===== src/rtl/apb_rr_arbiter_pkg.sv =====
// Shared types and constants for the round-robin APB arbiter.
package apb_arb_pkg;

  typedef enum logic [1:0] {
    IDLE   = 2'd0,
    SETUP  = 2'd1,
    ACCESS = 2'd2
  } state_t;

  localparam int ProtWidth = 3;

endpackage


===== src/rtl/apb_rr_arbiter_if.sv =====
// Requester-side and APB-side signals of the arbiter, bundled with the arbiter
// as master and the requesters/APB slave environment as slave.
interface apb_rr_arbiter_if
  import apb_arb_pkg::*;
#(
  parameter int NumReq    = 4,
  parameter int AddrWidth = 32,
  parameter int DataWidth = 32
);
  logic [NumReq-1:0]               reqValid;
  logic [NumReq-1:0]               reqWrite;
  logic [NumReq*AddrWidth-1:0]     reqAddr;
  logic [NumReq*DataWidth-1:0]     reqWData;
  logic [NumReq*DataWidth/8-1:0]   reqStrb;
  logic [NumReq*ProtWidth-1:0]     reqProt;
  logic [NumReq-1:0]               reqDone;
  logic [NumReq-1:0]               reqError;
  logic [DataWidth-1:0]            rData;

  logic                            psel;
  logic                            penable;
  logic                            pwrite;
  logic [AddrWidth-1:0]            paddr;
  logic [DataWidth-1:0]            pwdata;
  logic [DataWidth/8-1:0]          pstrb;
  logic [ProtWidth-1:0]            pprot;
  logic [DataWidth-1:0]            prdata;
  logic                            pready;
  logic                            pslverr;

  modport master (
    input  reqValid, reqWrite, reqAddr, reqWData, reqStrb, reqProt,
    input  prdata, pready, pslverr,
    output reqDone, reqError, rData,
    output psel, penable, pwrite, paddr, pwdata, pstrb, pprot
  );

  modport slave (
    output reqValid, reqWrite, reqAddr, reqWData, reqStrb, reqProt,
    output prdata, pready, pslverr,
    input  reqDone, reqError, rData,
    input  psel, penable, pwrite, paddr, pwdata, pstrb, pprot
  );

endinterface


===== src/rtl/apb_rr_arbiter_rr_picker.sv =====
// Combinational round-robin selector: first requester after 'last', wrapping,
// found by rotating a doubled request vector and taking its lowest set bit.
module rr_picker #(
  parameter int NumReq = 4,
  parameter int IdxW   = $clog2(NumReq)
) (
  input  logic [NumReq-1:0] req,
  input  logic [IdxW-1:0]   last,
  output logic              valid,
  output logic [IdxW-1:0]   index
);
  localparam int SumW = IdxW + 2;

  logic [2*NumReq-1:0] doubled;
  logic [NumReq-1:0]   rotated;
  logic [IdxW:0]       start;
  logic [IdxW-1:0]     offs;
  logic [SumW-1:0]     sum;

  assign doubled = {req, req};
  assign start   = {1'b0, last} + (IdxW+1)'(1);
  // start may equal NumReq, which selects the unrotated vector (wrap to 0)
  assign rotated = doubled[start +: NumReq];

  always_comb begin
    offs  = '0;
    valid = |rotated;
    for (int j = NumReq - 1; j >= 0; j--) begin
      if (rotated[j]) offs = IdxW'(j);
    end
    sum = {1'b0, start} + {2'b00, offs};
    if (sum >= SumW'(NumReq)) sum = sum - SumW'(NumReq);
    index = sum[IdxW-1:0];
  end

endmodule


===== src/rtl/apb_rr_arbiter.sv =====
// Round-robin arbiter granting NumReq requesters onto a single APB master port,
// one transfer at a time (IDLE -> SETUP -> ACCESS -> IDLE).
module apb_rr_arbiter
  import apb_arb_pkg::*;
#(
  parameter int NumReq    = 4,
  parameter int AddrWidth = 32,
  parameter int DataWidth = 32
) (
  input  logic              clk,
  input  logic              reset,
  apb_rr_arbiter_if.master  bus
);
  localparam int IdxW  = $clog2(NumReq);
  localparam int StrbW = DataWidth / 8;

  state_t state_reg, state_next;

  logic [IdxW-1:0]      last_grant_reg;
  logic                 pwrite_reg;
  logic [AddrWidth-1:0] paddr_reg;
  logic [DataWidth-1:0] pwdata_reg;
  logic [StrbW-1:0]     pstrb_reg;
  logic [ProtWidth-1:0] pprot_reg;
  logic [NumReq-1:0]    done_reg, done_next;
  logic [NumReq-1:0]    error_reg, error_next;
  logic [DataWidth-1:0] rdata_reg, rdata_next;

  logic [AddrWidth-1:0] addr_arr  [NumReq];
  logic [DataWidth-1:0] wdata_arr [NumReq];
  logic [StrbW-1:0]     strb_arr  [NumReq];
  logic [ProtWidth-1:0] prot_arr  [NumReq];

  logic [NumReq-1:0]    masked_req;
  logic                 pick_valid;
  logic [IdxW-1:0]      pick_idx;
  logic                 sel, en, grant, xfer_end;

  generate
    for (genvar gi = 0; gi < NumReq; gi++) begin : g_unpack
      assign addr_arr[gi]  = bus.reqAddr[gi*AddrWidth +: AddrWidth];
      assign wdata_arr[gi] = bus.reqWData[gi*DataWidth +: DataWidth];
      assign strb_arr[gi]  = bus.reqStrb[gi*StrbW +: StrbW];
      assign prot_arr[gi]  = bus.reqProt[gi*ProtWidth +: ProtWidth];
    end
  endgenerate

  // A requester still holding reqValid in its done cycle must not win again
  assign masked_req = bus.reqValid & ~done_reg;

  rr_picker #(.NumReq(NumReq), .IdxW(IdxW)) u_picker (
    .req   (masked_req),
    .last  (last_grant_reg),
    .valid (pick_valid),
    .index (pick_idx)
  );

  always_ff @(posedge clk or posedge reset) begin
    if (reset) state_reg <= IDLE;
    else       state_reg <= state_next;
  end

  always_comb begin
    state_next = state_reg;
    case (state_reg)
      IDLE:    if (pick_valid) state_next = SETUP;
      SETUP:   state_next = ACCESS;
      ACCESS:  if (bus.pready) state_next = IDLE;
      default: state_next = IDLE;
    endcase
  end

  always_comb begin
    sel        = 1'b0;
    en         = 1'b0;
    grant      = 1'b0;
    xfer_end   = 1'b0;
    case (state_reg)
      IDLE:    grant = pick_valid;
      SETUP:   sel = 1'b1;
      ACCESS: begin
        sel      = 1'b1;
        en       = 1'b1;
        xfer_end = bus.pready;
      end
      default: ;
    endcase
    done_next  = '0;
    error_next = '0;
    rdata_next = rdata_reg;
    // last_grant_reg doubles as the index of the requester currently on the bus
    if (xfer_end) begin
      done_next[last_grant_reg]  = 1'b1;
      error_next[last_grant_reg] = bus.pslverr;
      if (!pwrite_reg) rdata_next = bus.prdata;
    end
  end

  always_ff @(posedge clk or posedge reset) begin
    if (reset) begin
      last_grant_reg <= IdxW'(NumReq - 1);
      pwrite_reg     <= 1'b0;
      paddr_reg      <= '0;
      pwdata_reg     <= '0;
      pstrb_reg      <= '0;
      pprot_reg      <= '0;
      done_reg       <= '0;
      error_reg      <= '0;
      rdata_reg      <= '0;
    end else begin
      done_reg  <= done_next;
      error_reg <= error_next;
      rdata_reg <= rdata_next;
      if (grant) begin
        last_grant_reg <= pick_idx;
        pwrite_reg     <= bus.reqWrite[pick_idx];
        paddr_reg      <= addr_arr[pick_idx];
        pwdata_reg     <= wdata_arr[pick_idx];
        pstrb_reg      <= strb_arr[pick_idx];
        pprot_reg      <= prot_arr[pick_idx];
      end
    end
  end

  assign bus.psel     = sel;
  assign bus.penable  = en;
  assign bus.pwrite   = pwrite_reg;
  assign bus.paddr    = paddr_reg;
  assign bus.pwdata   = pwdata_reg;
  assign bus.pstrb    = pstrb_reg;
  assign bus.pprot    = pprot_reg;
  assign bus.reqDone  = done_reg;
  assign bus.reqError = error_reg;
  assign bus.rData    = rdata_reg;

endmodule


===== src/flat_wrapper.sv =====
// flat-port wrapper written by rule: the top's interface ports become plain ports
module apb_rr_arbiter_flat import apb_arb_pkg::*;
#(
  parameter int NumReq    = 4,
  parameter int AddrWidth = 32,
  parameter int DataWidth = 32
)
  (clk, reset, bus_reqValid, bus_reqWrite, bus_reqAddr, bus_reqWData, bus_reqStrb, bus_reqProt, bus_prdata, bus_pready, bus_pslverr, bus_reqDone, bus_reqError, bus_rData, bus_psel, bus_penable, bus_pwrite, bus_paddr, bus_pwdata, bus_pstrb, bus_pprot);
  apb_rr_arbiter_if #(.NumReq(NumReq), .AddrWidth(AddrWidth), .DataWidth(DataWidth)) bus_i ();
  input  logic clk;
  input  logic reset;
  input wire logic [$bits(bus_i.reqValid)-1:0] bus_reqValid;
  input wire logic [$bits(bus_i.reqWrite)-1:0] bus_reqWrite;
  input wire logic [$bits(bus_i.reqAddr)-1:0] bus_reqAddr;
  input wire logic [$bits(bus_i.reqWData)-1:0] bus_reqWData;
  input wire logic [$bits(bus_i.reqStrb)-1:0] bus_reqStrb;
  input wire logic [$bits(bus_i.reqProt)-1:0] bus_reqProt;
  input wire logic [$bits(bus_i.prdata)-1:0] bus_prdata;
  input wire logic [$bits(bus_i.pready)-1:0] bus_pready;
  input wire logic [$bits(bus_i.pslverr)-1:0] bus_pslverr;
  output wire logic [$bits(bus_i.reqDone)-1:0] bus_reqDone;
  output wire logic [$bits(bus_i.reqError)-1:0] bus_reqError;
  output wire logic [$bits(bus_i.rData)-1:0] bus_rData;
  output wire logic [$bits(bus_i.psel)-1:0] bus_psel;
  output wire logic [$bits(bus_i.penable)-1:0] bus_penable;
  output wire logic [$bits(bus_i.pwrite)-1:0] bus_pwrite;
  output wire logic [$bits(bus_i.paddr)-1:0] bus_paddr;
  output wire logic [$bits(bus_i.pwdata)-1:0] bus_pwdata;
  output wire logic [$bits(bus_i.pstrb)-1:0] bus_pstrb;
  output wire logic [$bits(bus_i.pprot)-1:0] bus_pprot;
  assign bus_i.reqValid = bus_reqValid;
  assign bus_i.reqWrite = bus_reqWrite;
  assign bus_i.reqAddr = bus_reqAddr;
  assign bus_i.reqWData = bus_reqWData;
  assign bus_i.reqStrb = bus_reqStrb;
  assign bus_i.reqProt = bus_reqProt;
  assign bus_i.prdata = bus_prdata;
  assign bus_i.pready = bus_pready;
  assign bus_i.pslverr = bus_pslverr;
  assign bus_reqDone = bus_i.reqDone;
  assign bus_reqError = bus_i.reqError;
  assign bus_rData = bus_i.rData;
  assign bus_psel = bus_i.psel;
  assign bus_penable = bus_i.penable;
  assign bus_pwrite = bus_i.pwrite;
  assign bus_paddr = bus_i.paddr;
  assign bus_pwdata = bus_i.pwdata;
  assign bus_pstrb = bus_i.pstrb;
  assign bus_pprot = bus_i.pprot;
  apb_rr_arbiter #(.NumReq(NumReq), .AddrWidth(AddrWidth), .DataWidth(DataWidth)) u_core (.clk(clk), .reset(reset), .bus(bus_i));
endmodule

===== config.mk =====
export PLATFORM = sky130hd
export DESIGN_NAME = apb_rr_arbiter_flat
export DESIGN_NICKNAME = d
export VERILOG_FILES = /design/src/rtl/apb_rr_arbiter_pkg.sv /design/src/rtl/apb_rr_arbiter_if.sv /design/src/rtl/apb_rr_arbiter_rr_picker.sv /design/src/rtl/apb_rr_arbiter.sv /design/src/flat_wrapper.sv
export SDC_FILE = /design/constraint.sdc
export NUM_CORES = 1
export LEC_CHECK = 0
export ABC_CLOCK_PERIOD_IN_PS = 7100
export CAP_MARGIN = 5
export CORE_AREA = 5 5 167 169
export CTS_BUF_LIST = sky130_fd_sc_hd__clkbuf_4 sky130_fd_sc_hd__clkbuf_8
export DETAILED_ROUTE_END_ITERATION = 12
export DIE_AREA = 0 0 172 174
export PLACE_DENSITY = 0.67
export SYNTH_ARGS = -nofsm -noshare
export SYNTH_HDL_FRONTEND = slang
export SYNTH_HIERARCHICAL = 1
export SYNTH_SLANG_ARGS = --single-unit

===== constraint.sdc =====
create_clock -name clk -period 7.1 [get_ports clk]
set_clock_uncertainty 0.1 [all_clocks]
set_input_delay 1.065 -clock clk [delete_from_list [all_inputs] [get_ports clk]]
set_output_delay 1.065 -clock clk [all_outputs]
set_load 0.05 [all_outputs]

After elaboration in Yosys (flattened, before gate mapping)
Cells that the tools add are included.
{ "op_classes": {"mul": 0, "n_lt_le_gt_ge": 5, "n_addsub": 3, "muxes": 30, "bitwise": 5, "n_shift": 1, "eq_ne": 4, "reduce_logical": 6, "div_mod_pow": 0} }
{ "ops": {"columns": ["cell", "count"], "rows": [
  ["binary-select mux 32 bit (select 2 bit)", 2],
  ["2-to-1 mux 32 bit", 4],
  ["2-to-1 mux 4 bit", 4],
  ["2-to-1 mux 2 bit", 7],
  ["bitwise AND 4 bit", 2],
  ["binary-select mux 4 bit (select 2 bit)", 1],
  ["indexed part select 8 x 4 -> 4 bit", 1],
  ["binary-select mux 3 bit (select 2 bit)", 1],
  ["less-than comparator 2 x 3 -> 1 bit, second input constant", 2],
  ["2-to-1 mux 1 bit", 6],
  ["2-to-1 mux 3 bit", 2],
  ["one-hot mux 2 bit (3 select lines)", 1],
  ["adder 3 x 2 -> 4 bit", 1],
  [">= comparator 4 x 3 -> 1 bit, second input constant", 1],
  ["inverter 4 bit", 1],
  ["AND reduction 2 bit", 2],
  ["OR reduction 4 bit", 1],
  ["adder 2 x 1 -> 3 bit, second input constant", 1],
  [">= comparator 3 bit, second input constant", 1],
  ["inverter 2 -> 3 bit", 1],
  ["binary-select mux 1 bit (select 2 bit)", 1],
  ["demux 1 bit (select 2 bit)", 1],
  ["== test 2 x 1 -> 1 bit, second input constant", 1],
  ["== test 2 bit, second input constant", 1],
  ["other kinds (8)", 8]
]} }
{ "word_totals": {"ff_bits": 116, "mem_bits_ro": 0, "latch_bits": 0, "in_bits": 328, "mem_bits_rw": 0, "mem_count": 0} }

Longest topological paths before layout
Gate-level depths: netlist of run 1.
{ "depth": {"ltp_word": 14, "depth_mapped": 14, "mapped_depth_nobuf": 10} }

Modules after synthesis
The synthesis of run 1 kept the hierarchy.
{ "modules_own_cells": {"columns": ["mod", "cells_each", "seq_area_each_um2", "area_per_inst_um2", "instances"], "rows": [
  ["apb_rr_arbiter", 515, 2905.3, 6198.4, 1],
  ["rr_picker", 29, 0.0, 206.4, 1]
]} }

Least setup slack after synthesis of run 1
Ideal clock, no wire load.
{ "synth_path": {"path_kind": "input port to flip-flop", "from": "input port bus_reqValid[1]", "to": "register u_core.paddr_reg[0] (netlist: u_core/bus.paddr[0])", "path_stages": 13, "n_path_buf": 3, "t_arrival_ps": 3122, "setup_time_ps": 142, "setup_slack_ps": 3736, "cell_sequence": "nor2b_1 nor2b_1 a21oi_1 o211ai_1 o21ai_1 ha_1 xor2_1 xnor2_1 buf_2 buf_4 buf_4 mux2i_1 o221ai_1"} }
{ "synth_via": {"elab_chain_len": 13, "elab_cells_between_ends": 16, "cone_classes": "2 x add/sub; 1 x order compare; 1 x shift; 9 x mux; 2 x bitwise; 1 x reduce/logical"} }
{ "synth_rtl": {"columns": ["element", "line_no", "text"], "rows": [
  ["from (decl)", "flat_wrapper.sv:12", "input wire logic [$bits(bus_i.reqValid)-1:0] bus_reqValid;"],
  ["bitwise AND 4 bit (*)", "apb_rr_arbiter.sv:49", "assign masked_req = bus.reqValid & ~done_reg;"],
  ["indexed part select 8 x 4 -> 4 bit (*)", "apb_rr_arbiter_rr_picker.sv:23", "assign rotated = doubled[start +: NumReq];"],
  ["2-to-1 mux 2 bit (3 in a row)", "apb_rr_arbiter_rr_picker.sv:29", "if (rotated[j]) offs = IdxW'(j);"],
  ["2-to-1 mux 2 bit (*)", "apb_rr_arbiter_rr_picker.sv:29", null],
  ["adder 3 x 2 -> 4 bit (*)", "apb_rr_arbiter_rr_picker.sv:31", "sum = {1'b0, start} + {2'b00, offs};"],
  [">= comparator 4 x 3 -> 1 bit / subtractor 2 x 1 -> 2 bit (equally long branches)", "apb_rr_arbiter_rr_picker.sv:32", "if (sum >= SumW'(NumReq)) sum = sum - SumW'(NumReq);"],
  ["2-to-1 mux 2 bit (*)", "apb_rr_arbiter_rr_picker.sv:32", null],
  ["named net u_core.pick_idx[1]", "apb_rr_arbiter.sv:36", "logic [IdxW-1:0] pick_idx;"],
  ["inverter 2 -> 3 bit (implied by the code) (*)", "apb_rr_arbiter.sv:117", "paddr_reg <= addr_arr[pick_idx];"],
  ["binary-select mux 32 bit (select 2 bit) (*)", "apb_rr_arbiter.sv:117", null],
  ["2-to-1 mux 32 bit (implied by the code) (*) (2 in a row)", "apb_rr_arbiter.sv:117", null],
  ["to (signal assigned)", "apb_rr_arbiter.sv:117", null],
  ["to (decl)", "apb_rr_arbiter.sv:21", "logic [AddrWidth-1:0] paddr_reg;"]
]} }
The timed path passes the listed nets; every way through them passes the cells marked *. The select of a mux whose other input is x is not followed.
A chain may end at the register's enable or synchronous reset.

Worst setup path in the final report of run 1
{ "layout_path": {"from": "input port bus_reqValid[0]", "to": "register u_core.pwdata_reg[26] (netlist: u_core/bus.pwdata[26])"} }
{ "layout_via": {"elab_chain_len": 13, "elab_cells_between_ends": 16, "cone_classes": "2 x add/sub; 1 x order compare; 1 x shift; 9 x mux; 2 x bitwise; 1 x reduce/logical"} }
{ "layout_rtl": {"columns": ["element", "line_no", "text"], "rows": [
  ["bitwise AND 4 bit (*)", "apb_rr_arbiter.sv:49", null],
  ["named net u_core.masked_req[0]", "apb_rr_arbiter.sv:34", "logic [NumReq-1:0] masked_req;"],
  ["indexed part select 8 x 4 -> 4 bit (*)", "apb_rr_arbiter_rr_picker.sv:23", null],
  ["2-to-1 mux 2 bit (3 in a row)", "apb_rr_arbiter_rr_picker.sv:29", null],
  ["2-to-1 mux 2 bit (*)", "apb_rr_arbiter_rr_picker.sv:29", null],
  ["adder 3 x 2 -> 4 bit (*)", "apb_rr_arbiter_rr_picker.sv:31", null],
  [">= comparator 4 x 3 -> 1 bit / subtractor 2 x 1 -> 2 bit (equally long branches)", "apb_rr_arbiter_rr_picker.sv:32", null],
  ["2-to-1 mux 2 bit (*)", "apb_rr_arbiter_rr_picker.sv:32", null],
  ["named net u_core.pick_idx[0]", "apb_rr_arbiter.sv:36", null],
  ["inverter 2 -> 3 bit (implied by the code) (*)", "apb_rr_arbiter.sv:118", "pwdata_reg <= wdata_arr[pick_idx];"],
  ["binary-select mux 32 bit (select 2 bit) (*)", "apb_rr_arbiter.sv:118", null],
  ["2-to-1 mux 32 bit (implied by the code) (*) (2 in a row)", "apb_rr_arbiter.sv:118", null],
  ["to (signal assigned)", "apb_rr_arbiter.sv:118", null],
  ["to (decl)", "apb_rr_arbiter.sv:22", "logic [DataWidth-1:0] pwdata_reg;"]
]} }
Marked as above.

==> impl_metrics.json, run 1 <==
{
  "status": "complete, no violations",
  "fin_area_um2": 11500,
  "path_max_fanout": 39,
  "cts_setup_buffers": 0,
  "drv_cap": 0,
  "critPathKind": "in -> reg",
  "reg2reg_from": "u_core/bus.reqDone[1]",
  "final_core_utilization_pct": 43.4,
  "hpwl_mm": 19.1,
  "grt_usage_pct": 16.0,
  "fill_cells": 2580,
  "hold_violations": 0,
  "die_x_um": 172,
  "cts.path.max_buffers": 2,
  "diodes": 0,
  "die-area_um2": 29900,
  "slew-limit-headroom_pct": 22.8,
  "ios": 442,
  "vias": 6054,
  "syn_area_per_cell_um2": 11.8,
  "setup-violations-final": 0,
  "ys_types": 39,
  "cts_sinks": 116,
  "drt_first_pass_iters": 4,
  "drc": 0,
  "power.internal_uw": 3150,
  "min_to": "u_core/bus.pwdata[17]",
  "timing.final.crit_share_pct": 57.0,
  "hp-class": "reg -> reg",
  "gr-total-overflow": 0,
  "drtAntennaViolNets": 0,
  "htreeDepth": 4,
  "setup_tns_ns": 0,
  "whs_path_depth": 2,
  "seq_power_share_pct": 18.9,
  "syn_area_um2": 6400,
  "num_rows": 60,
  "grt_max_degree": 77,
  "port-buffer-count": 441,
  "synthesis.nets": 877,
  "wl_mm": 25.1,
  "drt_iter0_markers": 302,
  "cts_inserted_buffers": 17,
  "worstSkewPairLatency_ns": 0.42,
  "rr_endpoint": "u_core/bus.pwdata[26]",
  "drive_above_1_share_pct": 8.50,
  "synthArstFlopShare_pct": 100,
  "synth_flop_cell": "dfrtp_1",
  "dieHeight_um": 174,
  "clkPwrFrac_pct": 10.2,
  "rsz0062_at_grt": "no",
  "slew_viol_final": 0,
  "start_util_pct": 24.2,
  "cp-end-kind": "flip-flop",
  "synth_common_cells": "mux2i_1 (144), dfrtp_1 (114), nand2_1 (77)",
  "ys_ff_latch": 116,
  "max-vdd-ir-drop_mv": 0.406,
  "cts_tree": "built",
  "min_period_ns": 4.05,
  "p_leak_uw": 0.00500,
  "synth_edf_count": 0,
  "r2r_cells": 10,
  "root_buffer": "clkbuf_8",
  "place.gp.congestion": 0.805,
  "clkTransAtPathRegs_ns": 0.09,
  "post_cts_resized": 0,
  "yosysWarnings": 6,
  "design.core.area_um2": 26400,
  "p_sw_share_pct": 50.1,
  "grt_pass1_vias": 6565,
  "yosysMostFrequentCell": "mux2i_1",
  "yosysSeqAreaShare_pct": 45.4,
  "max_freq_mhz": 247,
  "cts_hold_buf": 0,
  "syn_inst": 544,
  "antenna_found_initial": 0,
  "final_net_count": 1297,
  "yosysTopAreaCell": "dfrtp_1",
  "holdWs_ns": 0.392,
  "combPwrFrac_pct": 70.8,
  "p_per_area_nw_per_um2": 551,
  "crit_arrival_ns": 4.21,
  "hp-start": "u_core/bus.pwdata[17]",
  "synth_top_area_share_pct": 44.5,
  "placed_area_um2": 11100,
  "syn2layout_area_growth_pct": 79.0,
  "synth_area_leaders": "dfrtp_1 (45%), mux2i_1 (23%), o221ai_1 (9.8%)",
  "critPathLaunchType": "primary input",
  "grt_pass1_wl_mm": 37.5,
  "routedWlPerCell_um": 19.1,
  "worstPathRequired_ns": 7.26,
  "viasPerCell": 4.59,
  "rrSetupSlack_ns": 3.77,
  "p_sw_uw": 3160,
  "tightestPinTransition_ns": 1.16
}
## cell type report
| type | count | area, um^2 | area share (%) |
|---|---|---|---|
| clock buffers | 17 | 234 | 2.04 |
| clock inverters | 15 | 171 | 1.50 |
| inverters | 8 | 32.5 | 0.284 |
| multi-input cells | 375 | 3220 | 28.1 |
| flip-flops and latches | 116 | 2910 | 25.3 |
| well taps | 341 | 427 | 3.72 |
| repair buffers | 446 | 4480 | 39.0 |
## worst max-delay path, stage by stage
cell and delay (ns):
clkdlybuf4s50_1 0.45, nor2b_1 0.48, nand2_1 0.09, a21oi_1 0.16, o211ai_1 0.09, o21ai_1 0.11, ha_1 0.25, inv_1 0.10
or2_2 0.61, buf_4 0.53, o221ai_1 0.19
## cell families (layout without fill, tap and decap cells)
group / count (synthesis) / in the layout / synth area share (%)
AOI/OAI and AO/OA: 82 / 82 / 11.0
buffers and inverters: 53 / 486 / 4.75
and+or+nand+nor: 107 / 107 / 7.25
adders and majority gates: 5 / 5 / 0.977
muxes: 179 / 179 / 30.4
DFF: 116 / 116 / 45.4
xor gates and xnor gates: 2 / 2 / 0.274
## through the flow
| stage | std cells | worst slack (ns) | power (uW) |
|---|---|---|---|
| after CTS | 1318 | 3.12 | 6390 |
| after detailed placement | 1286 | 2.65 | 5720 |
| after floorplan | 544 | 2.87 | 4460 |
| after global routing | 1318 | 2.85 | 6680 |
| after global placement | 1286 | 2.72 | 5670 |
| final | 1318 | 3.05 | 6320 |
## layer usage
layer | routed length [um] | vias to the layer above | part of all wire, % | track usage (%)
li1 | - | 2876 | - | -
met2 | 12500 | 300 | 50 | 28.0
met5 | 0 | - | 0 | 0
met3 | 2350 | 15 | 9.4 | 4.78
met1 | 10100 | 2863 | 40 | 19.3
met4 | 243 | 0 | 0.97 | 3.47
## worst max path at each step
stage,startpoint,to,slack (ns),depth (start not counted)
after floorplan,reset,u_core/bus.paddr[0],2.87,1
after global placement,bus_reqValid[1],u_core/bus.paddr[0],2.72,11
after detailed placement,bus_reqValid[1],u_core/bus.paddr[20],2.65,11
after CTS,bus_reqValid[1],u_core/bus.paddr[4],3.12,11
after global routing,bus_reqValid[0],u_core/bus.pwdata[20],2.85,11
final,bus_reqValid[0],u_core/bus.pwdata[26],3.05,11
## placed cells by master (no fill, tap or decap), types with 2 or more instances in the layout
cell	n
a21oi_1	2
buf_12	2
buf_4	3
bufinv_16	2
clkbuf_8	17
clkdlybuf4s50_1	441
clkinv_4	5
dfrtp_1	114
dfstp_2	2
ha_1	5
inv_1	7
inv_6	5
mux2_2	5
mux2_4	30
mux2i_1	144
nand2_1	76
nand2_2	2
nand2b_1	3
nor2_1	7
nor2b_1	6
nor3_1	2
nor3b_1	2
o221ai_1	72
or2_2	2
## power groups by stage
stage / sequential (uW) / clock [uW] / combinational, uW
after floorplan: 2200 / 0 / 2260
after global placement: 1200 / 0 / 4480
after detailed placement: 1200 / 0 / 4520
after CTS: 1200 / 673 / 4520
after global routing: 1240 / 704 / 4740
final: 1200 / 645 / 4470
(Power assumes the default switching activity.)
==> run 2: changes to the inputs <==
--- a/config.mk
+++ b/config.mk
@@ -5,13 +5,13 @@
 export SDC_FILE = /design/constraint.sdc
 export NUM_CORES = 1
 export LEC_CHECK = 0
-export ABC_CLOCK_PERIOD_IN_PS = 7100
+export ABC_CLOCK_PERIOD_IN_PS = 4000
 export CAP_MARGIN = 5
-export CORE_AREA = 5 5 167 169
+export CORE_AREA = 5 5 168 170
 export CTS_BUF_LIST = sky130_fd_sc_hd__clkbuf_4 sky130_fd_sc_hd__clkbuf_8
 export DETAILED_ROUTE_END_ITERATION = 12
-export DIE_AREA = 0 0 172 174
-export PLACE_DENSITY = 0.67
+export DIE_AREA = 0 0 173 175
+export PLACE_DENSITY = 0.66
 export SYNTH_ARGS = -nofsm -noshare
 export SYNTH_HDL_FRONTEND = slang
 export SYNTH_HIERARCHICAL = 1
==> constraint.sdc (replaced) <==
create_clock -name clk -period 4 [get_ports clk]
set_clock_uncertainty 0.1 [all_clocks]
set_input_delay 0.6 -clock clk [delete_from_list [all_inputs] [get_ports clk]]
set_output_delay 0.6 -clock clk [all_outputs]
set_load 0.05 [all_outputs]
==> impl_metrics.json, run 2 (synthesized netlist as in run 1, its figures left out) <==
{
  "drtAntennaViolNets": 0,
  "drt_iter0_markers": 251,
  "critPathLaunchType": "primary input",
  "mostFrequentLayoutCells": "clkdlybuf4s50_1 (441), mux2i_1 (144), dfrtp_1 (114), nand2_1 (76), o221ai_1 (72)",
  "hp-start": "u_core/bus.pwdata[20]",
  "hold_violations": 0,
  "root_buffer": "clkbuf_8",
  "worstSkewPairLatency_ns": 0.43,
  "setup_tns_ns": 0,
  "final_net_count": 1312,
  "htreeDepth": 4,
  "die-area_um2": 30300,
  "slew_viol_final": 0,
  "reg2reg_from": "u_core/bus.reqDone[1]",
  "slew-limit-headroom_pct": 53.8,
  "min_to": "u_core/bus.pwdata[20]",
  "p_leak_uw": 0.00510,
  "grt_pass1_wl_mm": 40.4,
  "antenna_found_initial": 0,
  "dpl_worst_slack_ns": 0.137,
  "gr-total-overflow": 0,
  "vias": 6132,
  "diodes": 0,
  "min_period_ns": 3.42,
  "dieHeight_um": 175,
  "cp-end-kind": "flip-flop",
  "wl_mm": 26.4,
  "ios": 442,
  "drive_above_1_share_pct": 9.88,
  "cts_hold_buf": 0,
  "viasPerCell": 4.60,
  "max_freq_mhz": 292,
  "worstSetupStartpoint": "bus_reqValid[1]",
  "cts_sinks": 116,
  "final_common_cell": "clkdlybuf4s50_1",
  "crit_arrival_ns": 3.62,
  "path_max_fanout": 33,
  "die_x_um": 173,
  "status": "complete, no violations",
  "start_util_pct": 24.1,
  "critPathKind": "in -> reg",
  "rsz0062_at_grt": "no",
  "routedWlPerCell_um": 19.8,
  "drt_first_pass_iters": 4,
  "hpwl_mm": 20.4,
  "cts_inserted_buffers": 17,
  "grt_max_degree": 51,
  "num_rows": 60,
  "tightestPinTransition_ns": 0.694,
  "syn2layout_area_growth_pct": 82.2,
  "final_core_utilization_pct": 43.9,
  "post_cts_resized": 0,
  "drv_cap": 0,
  "worstPathRequired_ns": 4.20,
  "timing.final.crit_share_pct": 85.5,
  "design.core.area_um2": 26600,
  "hp-class": "reg -> reg",
  "rrSetupSlack_ns": 0.82,
  "cts.path.max_buffers": 2,
  "cts_tree": "built",
  "drc": 0,
  "r2r_cells": 12,
  "setup_ws_ns": 0.581,
  "rr_endpoint": "u_core/bus.paddr[31]",
  "grt_pass1_vias": 6806,
  "clkTransAtPathRegs_ns": 0.09,
  "setup-violations-final": 0,
  "p_per_area_nw_per_um2": 1010,
  "max-vdd-ir-drop_mv": 0.510,
  "whs_path_depth": 2,
  "place.gp.congestion": 0.815,
  "grt_usage_pct": 16.9,
  "port-buffer-count": 441,
  "cts_setup_buffers": 0
}
## run 2: worst max-delay path by stage
stage | slack [ns] | cells after the start | end
6_report | 0.58 | 13 | u_core/bus.paddr[31]
5_1_grt | 0.45 | 13 | u_core/bus.paddr[23]
4_1_cts | 0.61 | 13 | u_core/bus.paddr[31]
3_5_place_dp | 0.14 | 13 | u_core/bus.paddr[31]
3_3_place_gp | 0.20 | 13 | u_core/bus.pwdata[14]
2_1_floorplan | 0.23 | 1 | u_core/bus.paddr[0]
## run 2: final cells by class
| type | instances | area (um^2) |
|---|---|---|
| Sequential cell | 116 | 2910 |
| Clock inverter | 14 | 175 |
| Fill cell | 2594 | 14900 |
| Multi-Input combinational cell | 375 | 3220 |
| Tap cell | 341 | 427 |
| Timing Repair Buffer | 461 | 4660 |
| Inverter | 8 | 32.5 |
| Clock buffer | 18 | 248 |
## run 2: critical path, stage by stage
cell and delay, ns:
clkdlybuf4s50_1 0.45, nor2b_1 0.40, nor2b_1 0.20, a21oi_1 0.05, o211ai_1 0.17, o21ai_1 0.10
ha_1 0.19, xor2_1 0.17, xnor2_2 0.31, buf_12 0.28, buf_12 0.27, mux2i_1 0.25
o221ai_1 0.14
## run 2: through the flow
stage | instances | hold WS, ns | area, um^2 | total power, uW
2_1_floorplan | 544 | 0.398 | 6400 | 7910
5_1_grt | 1333 | 0.415 | 11700 | 12400
3_3_place_gp | 1301 | 0.369 | 11200 | 10600
6_report | 1333 | 0.390 | 11700 | 11800
3_5_place_dp | 1301 | 0.374 | 11200 | 10700
4_1_cts | 1333 | 0.392 | 11700 | 11900
## run 2: routing by layer
layer	GRT usage, %	share of wire [%]	up-vias
met4	4.96	1.7	0
met1	19.6	40	2917
met3	6.08	8.2	25
li1	-	-	2912
met5	0	0	-
met2	29.7	50	278
## run 2: power breakdown
part	switching [uW]	total [uW]	internal [uW]
sequential	359	2130	1780
combinational	4840	8420	3580
clock	566	1210	641
